### config.mk
export PLATFORM = sky130hd
export DESIGN_NAME = ctrl_decode_pipe
export DESIGN_NICKNAME = d
export VERILOG_FILES = /design/src/rtl/ctrl_decode_pipe.sv
export SDC_FILE = /design/constraint.sdc
export NUM_CORES = 1
export LEC_CHECK = 0
export CAP_MARGIN = 15
export CORE_ASPECT_RATIO = 0.8
export CORE_UTILIZATION = 29
export CTS_BUF_LIST = sky130_fd_sc_hd__clkbuf_4
export DETAILED_ROUTE_END_ITERATION = 12
export GPL_ROUTABILITY_DRIVEN = 0
export HOLD_SLACK_MARGIN = 0.03
export PLACE_DENSITY = 0.69
export SLEW_MARGIN = 0
export SYNTH_ARGS = -nofsm -noshare
export SYNTH_HDL_FRONTEND = slang
export SYNTH_SLANG_ARGS = --single-unit
### constraint.sdc
create_clock -name clk -period 4.2 [get_ports clk]
set_clock_uncertainty 0.05 [all_clocks]
set_input_delay 0.63 -clock clk [delete_from_list [all_inputs] [get_ports clk]]
set_output_delay 0.63 -clock clk [all_outputs]
set_load 0.03 [all_outputs]
### src/rtl/ctrl_decode_pipe.sv
// RV32I control decoder with ID/EX control register and mul/div occupancy FSM.
// Define RV32M_EN to decode M-extension ops and build the multi-cycle stall FSM.
module ctrl_decode_pipe #(
  parameter int MUL_CYCLES = 2,
  parameter int DIV_CYCLES = 8
) (
  input  logic        clk,
  input  logic        rst,
  input  logic [31:0] instr_d,
  input  logic        valid_d,
  input  logic        flush_e,
  output logic [2:0]  immsrc_d,
  output logic        regwrite_e,
  output logic        memwrite_e,
  output logic        branch_e,
  output logic        jump_e,
  output logic        jalr_e,
  output logic        alusrc_e,
  output logic [2:0]  resultsrc_e,
  output logic [4:0]  alucontrol_e,
  output logic [2:0]  funct3_e,
  output logic        valid_e,
  output logic        illegal_e,
  output logic        muldiv_busy
);
  localparam logic [6:0] OP_R = 7'b0110011, OP_I = 7'b0010011, OP_LD = 7'b0000011,
                         OP_ST = 7'b0100011, OP_BR = 7'b1100011, OP_JAL = 7'b1101111,
                         OP_JALR = 7'b1100111, OP_LUI = 7'b0110111, OP_AUIPC = 7'b0010111;
  localparam logic [6:0] F7_BASE = 7'b0000000, F7_ALT = 7'b0100000;
  localparam logic [4:0] ALU_ADD = 5'b00000, ALU_SUB = 5'b00001, ALU_AND = 5'b00010,
                         ALU_OR = 5'b00011, ALU_XOR = 5'b00100, ALU_SLT = 5'b00101,
                         ALU_SLL = 5'b00110, ALU_SRL = 5'b00111, ALU_SRA = 5'b01000,
                         ALU_SLTU = 5'b01001;

  typedef struct packed {
    logic       regwrite;
    logic       memwrite;
    logic       branch;
    logic       jump;
    logic       jalr;
    logic       alusrc;
    logic [2:0] resultsrc;
    logic [4:0] alucontrol;
    logic [2:0] funct3;
    logic       valid;
    logic       illegal;
  } ectrl_t;

  logic [6:0] opcode, funct7;
  logic [2:0] funct3;
  logic [4:0] alu_rr;
  logic       bad;
  ectrl_t     dec, e_q;

  assign opcode = instr_d[6:0];
  assign funct3 = instr_d[14:12];
  assign funct7 = instr_d[31:25];

  logic unused_ok;
  assign unused_ok = ^{instr_d[24:15], instr_d[11:7]};

  always_comb begin
    case (funct3)
      3'b000:  alu_rr = (opcode == OP_R && funct7 == F7_ALT) ? ALU_SUB : ALU_ADD;
      3'b001:  alu_rr = ALU_SLL;
      3'b010:  alu_rr = ALU_SLT;
      3'b011:  alu_rr = ALU_SLTU;
      3'b100:  alu_rr = ALU_XOR;
      3'b101:  alu_rr = instr_d[30] ? ALU_SRA : ALU_SRL;
      3'b110:  alu_rr = ALU_OR;
      default: alu_rr = ALU_AND;
    endcase
  end

  always_comb begin
    dec        = '0;
    dec.valid  = 1'b1;
    dec.funct3 = funct3;
    immsrc_d   = 3'b000;
    bad        = 1'b0;
    case (opcode)
      OP_R: begin
        dec.regwrite   = 1'b1;
        dec.alucontrol = alu_rr;
`ifdef RV32M_EN
        if (funct7 == 7'b0000001) dec.alucontrol = {2'b10, funct3};
        else
`endif
        if (funct7 == F7_ALT) bad = (funct3 != 3'b000) && (funct3 != 3'b101);
        else if (funct7 != F7_BASE) bad = 1'b1;
      end
      OP_I: begin
        dec.regwrite   = 1'b1;
        dec.alusrc     = 1'b1;
        dec.alucontrol = alu_rr;
        if (funct3 == 3'b001) bad = (funct7 != F7_BASE);
        else if (funct3 == 3'b101) bad = (funct7 != F7_BASE) && (funct7 != F7_ALT);
      end
      OP_LD: begin
        dec.regwrite  = 1'b1;
        dec.alusrc    = 1'b1;
        dec.resultsrc = 3'b001;
      end
      OP_ST: begin
        dec.memwrite = 1'b1;
        dec.alusrc   = 1'b1;
        immsrc_d     = 3'b001;
      end
      OP_BR: begin
        dec.branch = 1'b1;
        immsrc_d   = 3'b010;
        case (funct3[2:1])
          2'b00:   dec.alucontrol = ALU_SUB;
          2'b10:   dec.alucontrol = ALU_SLT;
          2'b11:   dec.alucontrol = ALU_SLTU;
          default: bad = 1'b1;
        endcase
      end
      OP_JAL: begin
        dec.regwrite  = 1'b1;
        dec.jump      = 1'b1;
        dec.resultsrc = 3'b010;
        immsrc_d      = 3'b011;
      end
      OP_JALR: begin
        dec.regwrite  = 1'b1;
        dec.jalr      = 1'b1;
        dec.alusrc    = 1'b1;
        dec.resultsrc = 3'b010;
        bad           = (funct3 != 3'b000);
      end
      OP_LUI: begin
        dec.regwrite  = 1'b1;
        dec.resultsrc = 3'b011;
        immsrc_d      = 3'b100;
      end
      OP_AUIPC: begin
        dec.regwrite  = 1'b1;
        dec.resultsrc = 3'b100;
        immsrc_d      = 3'b100;
      end
      default: bad = 1'b1;
    endcase
    // Illegal ops keep funct3 for debug but must never write, branch or start the FSM.
    if (bad) begin
      dec         = '0;
      dec.valid   = 1'b1;
      dec.illegal = 1'b1;
      dec.funct3  = funct3;
    end
  end

  always_ff @(posedge clk) begin
    if (rst)               e_q <= '0;
    else if (flush_e)      e_q <= '0;
    else if (!muldiv_busy) e_q <= valid_d ? dec : '0;
  end

`ifdef RV32M_EN
  typedef enum logic {IDLE, BUSY} state_t;
  state_t     state;
  logic [3:0] cnt, n_last;
  logic       muldiv_e;

  assign muldiv_e = e_q.valid & e_q.alucontrol[4];
  assign n_last   = e_q.funct3[2] ? 4'(DIV_CYCLES - 1) : 4'(MUL_CYCLES - 1);
  // Busy covers the first E cycle too, so occupancy is exactly N cycles.
  assign muldiv_busy = (state == IDLE) ? (muldiv_e && n_last != 4'd0) : (cnt != n_last);

  always_ff @(posedge clk) begin
    if (rst || flush_e) begin
      state <= IDLE;
      cnt   <= 4'd0;
    end else begin
      case (state)
        IDLE: if (muldiv_e && n_last != 4'd0) begin
          state <= BUSY;
          cnt   <= 4'd1;
        end
        default: if (cnt == n_last) begin
          state <= IDLE;
          cnt   <= 4'd0;
        end else begin
          cnt <= cnt + 4'd1;
        end
      endcase
    end
  end
`else
  logic unused_cfg;
  assign unused_cfg  = ^{MUL_CYCLES[0], DIV_CYCLES[0]};
  assign muldiv_busy = 1'b0;
`endif

  assign regwrite_e   = e_q.regwrite;
  assign memwrite_e   = e_q.memwrite;
  assign branch_e     = e_q.branch;
  assign jump_e       = e_q.jump;
  assign jalr_e       = e_q.jalr;
  assign alusrc_e     = e_q.alusrc;
  assign resultsrc_e  = e_q.resultsrc;
  assign alucontrol_e = e_q.alucontrol;
  assign funct3_e     = e_q.funct3;
  assign valid_e      = e_q.valid;
  assign illegal_e    = e_q.illegal;
endmodule

==> impl_metrics.json, run 1 <==
{
  "crit_path_end_kind": "primary output",
  "fin_crit_sh_pct": 81.38,
  "syn_inst": 118,
  "wirelength_mm": 2.372,
  "cts_tree": "built",
  "synth_seq_area_share_pct": 36.18,
  "ys_seq_elements": 18,
  "clock_power_share_pct": 25.6,
  "synth.cell_area_um2": 996.0,
  "rsz0062_at_grt": "no",
  "final_cell_mix": "clkdlybuf4s50_1, dfxtp_1, nor2_1",
  "synthSimpleGateAreaFrac_pct": 32.41,
  "slew_headroom_pct": 62.21,
  "synth_flop_cell": "dfxtp_1",
  "pwr-share-comb_pct": 20.9,
  "drive_above_1_share_pct": 7.843,
  "grt-ovfl-total": 0,
  "holdPathStages": 2,
  "swShare_pct": 26.22,
  "synthAdderAreaFrac_pct": 0,
  "cts.sinks": 18,
  "avgSynthCellArea_um2": 8.440,
  "antenna_found_initial": 0,
  "seqPwrFrac_pct": 53.5,
  "cp_cell_sequence": "clkdlybuf4s50_1 -> or3_1 -> a211oi_1 -> clkdlybuf4s50_1",
  "fin_util_pct": 45.04,
  "worstPathArrival_ps": 2740,
  "power_density_nw_per_um2": 225.3,
  "power_switching_uw": 84.46,
  "first_pass_iters": 4,
  "critPathRequiredTime_ps": 3520,
  "synth_edf_count": 0,
  "max_freq_mhz": 292.6,
  "grt_pass1_vias": 865,
  "wl_per_cell_um": 12.29,
  "p_leak_uw": 0.0004623,
  "post-place-cells": 189,
  "die_area_um2": 3674,
  "hp-class": "in2reg",
  "post_cts_buffers": 0,
  "antenna_cells": 0,
  "synth-async-reset-ratio_pct": 0,
  "clockBufferDepth": 2,
  "synth_compound_area_share_pct": 21.86,
  "worst_slew_pin_slew_ps": 565.7,
  "cp_slowest_stage_delay_ps": 710,
  "final_common_cell": "clkdlybuf4s50_1",
  "ir_drop_uv": 80.48,
  "synthXorXnorAreaFrac_pct": 1.759,
  "crit_end": "immsrc_d[0]",
  "fp.dieW_um": 67.52,
  "critical_path_class": "in2out",
  "num_vias": 966,
  "internal-power_uw": 237.7,
  "drt_iter0_markers": 40,
  "track_usage_pct": 14.48,
  "vias_per_cell": 5.005,
  "cts_hold_buffers": 0,
  "fin_crit_ps": 3418,
  "htreeDepth": 1,
  "startpoint": "instr_d[2]",
  "drv_cap": 0,
  "fin_nets": 190,
  "cts-buffers-inserted": 3,
  "port_buffers": 41,
  "slowest_stage": "clkdlybuf4s50_1",
  "num-fill-cells": 311,
  "start_kind": "input port",
  "fp.dieH_um": 54.42,
  "grt_max_degree": 16,
  "grt_pass1_wl_mm": 3.912,
  "synth_cell_types": 41,
  "final_cells": 193,
  "cts_resized": 0,
  "cp_max_fo": 15,
  "std_cell_rows": 18,
  "pin_count": 59,
  "dp_hpwl_mm": 1.879,
  "maxSlewViolCount": 0,
  "yosysWarnings": 0,
  "start_util_pct": 31.36,
  "core_area_um2": 3176,
  "outcome": "finished, final reports clean",
  "ant_nets": 0,
  "hold_viol": 0,
  "ctsRootBufferMaster": "clkbuf_4",
  "drc_errors": 0,
  "synth_top_family_by_area": "simple AND/OR/NAND/NOR gates",
  "crit_top_cell": "clkdlybuf4s50_1",
  "synth.mux.area_fraction_pct": 1.005,
  "tns_ps": 0,
  "setup_viol": 0,
  "clkTransAtPathRegs_ps": 90,
  "syn_to_final_growth_pct": 43.59
}
==> kinds of logic (layout without fill, tap and decap cells) <==
family / count (synthesis) / in the layout
simple gates: 56 / 56
other cells: 1 / 2
xor+xnor: 2 / 2
buf+inv: 13 / 47
compound gates: 27 / 27
flops: 18 / 18
mux: 1 / 1
==> critical path: cells and delay by family <==
kind / cells / cell delay (ps)
buffers and inverters: 2 / 1380
AND/OR/NAND/NOR: 1 / 480
AO/OA/AOI/OAI: 1 / 240
==> cell type report <==
class / count / area, um^2 / area share, %
flip-flops and latches: 18 / 360.3 / 25.20
clock buffers: 3 / 22.52 / 1.575
well taps: 40 / 50.05 / 3.500
repair buffers: 41 / 410.4 / 28.70
inverters: 2 / 7.507 / 0.5249
clock inverters: 1 / 3.754 / 0.2625
multi-input cells: 88 / 575.6 / 40.25
==> through the flow <==
step | setup WS (ps) | total power, uW | hold WS [ps] | instance area, um^2
after floorplan | 1514 | 214.4 | 697.5 | 999.7
after global placement | 817.1 | 241.6 | 1195 | 1404
after detailed placement | 798.0 | 243.4 | 1210 | 1404
after CTS | 802.5 | 326.4 | 893.9 | 1430
after global routing | 633.1 | 345.4 | 919.8 | 1430
final | 782.1 | 322.2 | 906.4 | 1430
==> routing by layer <==
layer  routed length (um)  global-route usage [%]  vias up
li1                     -                       -      491
met1                 1142                   18.49      433
met2                 1108                   22.94       42
met3                  121                   2.292        0
met4                    0                   8.865        0
met5                    0                       0        -
==> registers in the layout, indices dropped and copies added (netlist names) <==
signal	count
memwrite_e	1
funct3_e	3
illegal_e	1
alusrc_e	1
jalr_e	1
valid_e	1
regwrite_e	1
jump_e	1
resultsrc_e	3
alucontrol_e	4
branch_e	1
==> synthesized netlist by cell type (2+ instances only) <==
library cell	number	area, um^2
nor2_1	11	41.29
inv_1	2	7.510
nand2b_1	4	25.02
nor3_1	8	40.04
o21ai_0	4	20.02
nor3b_1	3	22.52
a211oi_1	3	22.52
and2_1	6	37.54
a21boi_0	2	15.01
nand3b_1	2	15.01
o22ai_1	2	12.51
xor2_1	2	17.52
or3_1	2	12.51
nand2_1	6	22.52
clkbuf_1	8	30.03
nand3_1	5	25.02
buf_4	2	15.01
dfxtp_1	18	360.4
a21oi_1	6	30.03
==> power by group through the flow <==
stage	logic (uW)	clock network, uW	registers, uW
2_1_floorplan	34.6	0	180
3_3_place_gp	65.2	0	176
3_5_place_dp	66.9	0	176
4_1_cts	67.1	86.9	173
5_1_grt	73.5	99.1	173
6_report	67.4	82.3	172
==> worst min path at each step <==
stage / end / startpoint / slack, ps
floorplan: valid_e / flush_e / 700
global placement: valid_e / flush_e / 1200
detailed placement: valid_e / rst / 1210
CTS: valid_e / rst / 890
global route: valid_e / rst / 920
finish: valid_e / rst / 910
Note: power is estimated with default switching activity, not from simulation.
==> run 2: changes to the inputs <==
- PLACE_DENSITY: 0.69 -> 0.71
- clock period: 4.2 -> 3 ns (I/O delays scaled with it)
==> impl_metrics.json, run 2 (synthesis results as in run 1) <==
{
  "outcome": "finished, final reports clean",
  "maxSlewViolCount": 0,
  "grt-ovfl-total": 0,
  "drt_iter0_markers": 35,
  "start_util_pct": 31.36,
  "die_area_um2": 3674,
  "post_cts_buffers": 0,
  "hp-class": "in2reg",
  "cts_hold_buffers": 0,
  "holdCritStartpoint": "flush_e",
  "wl_per_cell_um": 12.37,
  "grt_pass1_wl_mm": 4.160,
  "fin_crit_sh_pct": 94.95,
  "cts-buffers-inserted": 3,
  "slowest_stage": "clkdlybuf4s50_1",
  "hold_viol": 0,
  "fp.dieW_um": 67.52,
  "antenna_found_initial": 0,
  "syn_to_final_growth_pct": 47.86,
  "setup_viol": 0,
  "p_leak_uw": 0.0004931,
  "largest_reg_flops": 4,
  "holdPathStages": 2,
  "track_usage_pct": 15.15,
  "critPathRequiredTime_ps": 2500,
  "critical_path_class": "in2out",
  "first_pass_iters": 4,
  "path_delay_family": "buffers and inverters",
  "tns_ps": 0,
  "drv_cap": 0,
  "worst_slew_pin_slew_ps": 555.6,
  "core_area_um2": 3176,
  "cts_tree": "built",
  "cts.sinks": 18,
  "fin_total_pwr_uw": 458.9,
  "cp_slowest_stage_delay_ps": 720,
  "clockBufferDepth": 2,
  "fin_nets": 196,
  "cp_cell_sequence": "clkdlybuf4s50_1 -> and2_1 -> nand2b_1 -> nor3_1 -> clkdlybuf4s50_1",
  "cts_resized": 0,
  "crit_path_end_kind": "primary output",
  "slew_headroom_pct": 62.88,
  "fp.dieH_um": 54.42,
  "cp_max_fo": 5,
  "htreeDepth": 1,
  "final_common_cell": "clkdlybuf4s50_1",
  "grt_max_degree": 14,
  "antenna_cells": 0,
  "start_kind": "input port",
  "ctsRootBufferMaster": "clkbuf_4",
  "wirelength_mm": 2.461,
  "holdPathEnd": "valid_e",
  "final_cell_mix": "clkdlybuf4s50_1, dfxtp_1, nor2_1",
  "ir_drop_uv": 135.5,
  "drc_errors": 0,
  "worstPathArrival_ps": 2350,
  "grt_pass1_vias": 1020,
  "ant_nets": 0,
  "worst-path-buf-inv": 2,
  "port_buffers": 41,
  "power_density_nw_per_um2": 311.6,
  "num_vias": 1008,
  "drive_above_1_share_pct": 11.95,
  "max_freq_mhz": 351.1,
  "pin_count": 59,
  "dp_hpwl_mm": 1.980,
  "clkTransAtPathRegs_ps": 90,
  "vias_per_cell": 5.065,
  "rsz0062_at_grt": "no",
  "std_cell_rows": 18,
  "crit_top_cell": "clkdlybuf4s50_1",
  "fin_crit_ps": 2848
}
-- run 2: power by group --
group,total (uW),internal (uW),switching (uW),leakage (uW)
sequential,241,241,0.510,0.000145
combinational,100,48.7,51.5,0.000332
clock,117,48.2,68.9,0.0000154
-- run 2: cell type report --
type,instances,area (um^2)
fillers,309,1703
multi-input cells,88,575.6
repair buffers,47,452.9
flip-flops and latches,18,360.3
well taps,40,50.05
clock buffers,3,22.52
inverters,2,7.507
clock inverters,1,3.754
-- run 2: layer usage --
metal | track usage, % | up-vias | part of all wire, %
met5 | 0 | - | 0
met4 | 10.28 | 0 | 1.3
met3 | 1.250 | 6 | 6.1
met2 | 27.23 | 49 | 47
met1 | 17.25 | 447 | 45
li1 | - | 506 | -
-- run 2: worst max path at each step --
stage	start	to	slack, ps	depth (start not counted)
after floorplan	instr_d[3]	immsrc_d[0]	670	3
after global placement	instr_d[0]	immsrc_d[2]	230	5
after detailed placement	instr_d[0]	immsrc_d[2]	180	5
after CTS	instr_d[0]	immsrc_d[2]	160	5
after global routing	instr_d[0]	immsrc_d[2]	30	5
final	instr_d[0]	immsrc_d[2]	150	5
-- run 2: per-stage QoR --
step	hold slack, ps	std cells	instance area (um^2)	util, %	worst slack (ps)
floorplan	517.5	119	999.7	-	674.2
global placement	1014	195	1446	45.55	229.7
detailed placement	1033	195	1446	45.55	178.2
CTS	727.9	199	1473	46.38	155.6
global route	747.0	199	1473	46.38	29.78
finish	728.3	199	1473	46.38	151.5
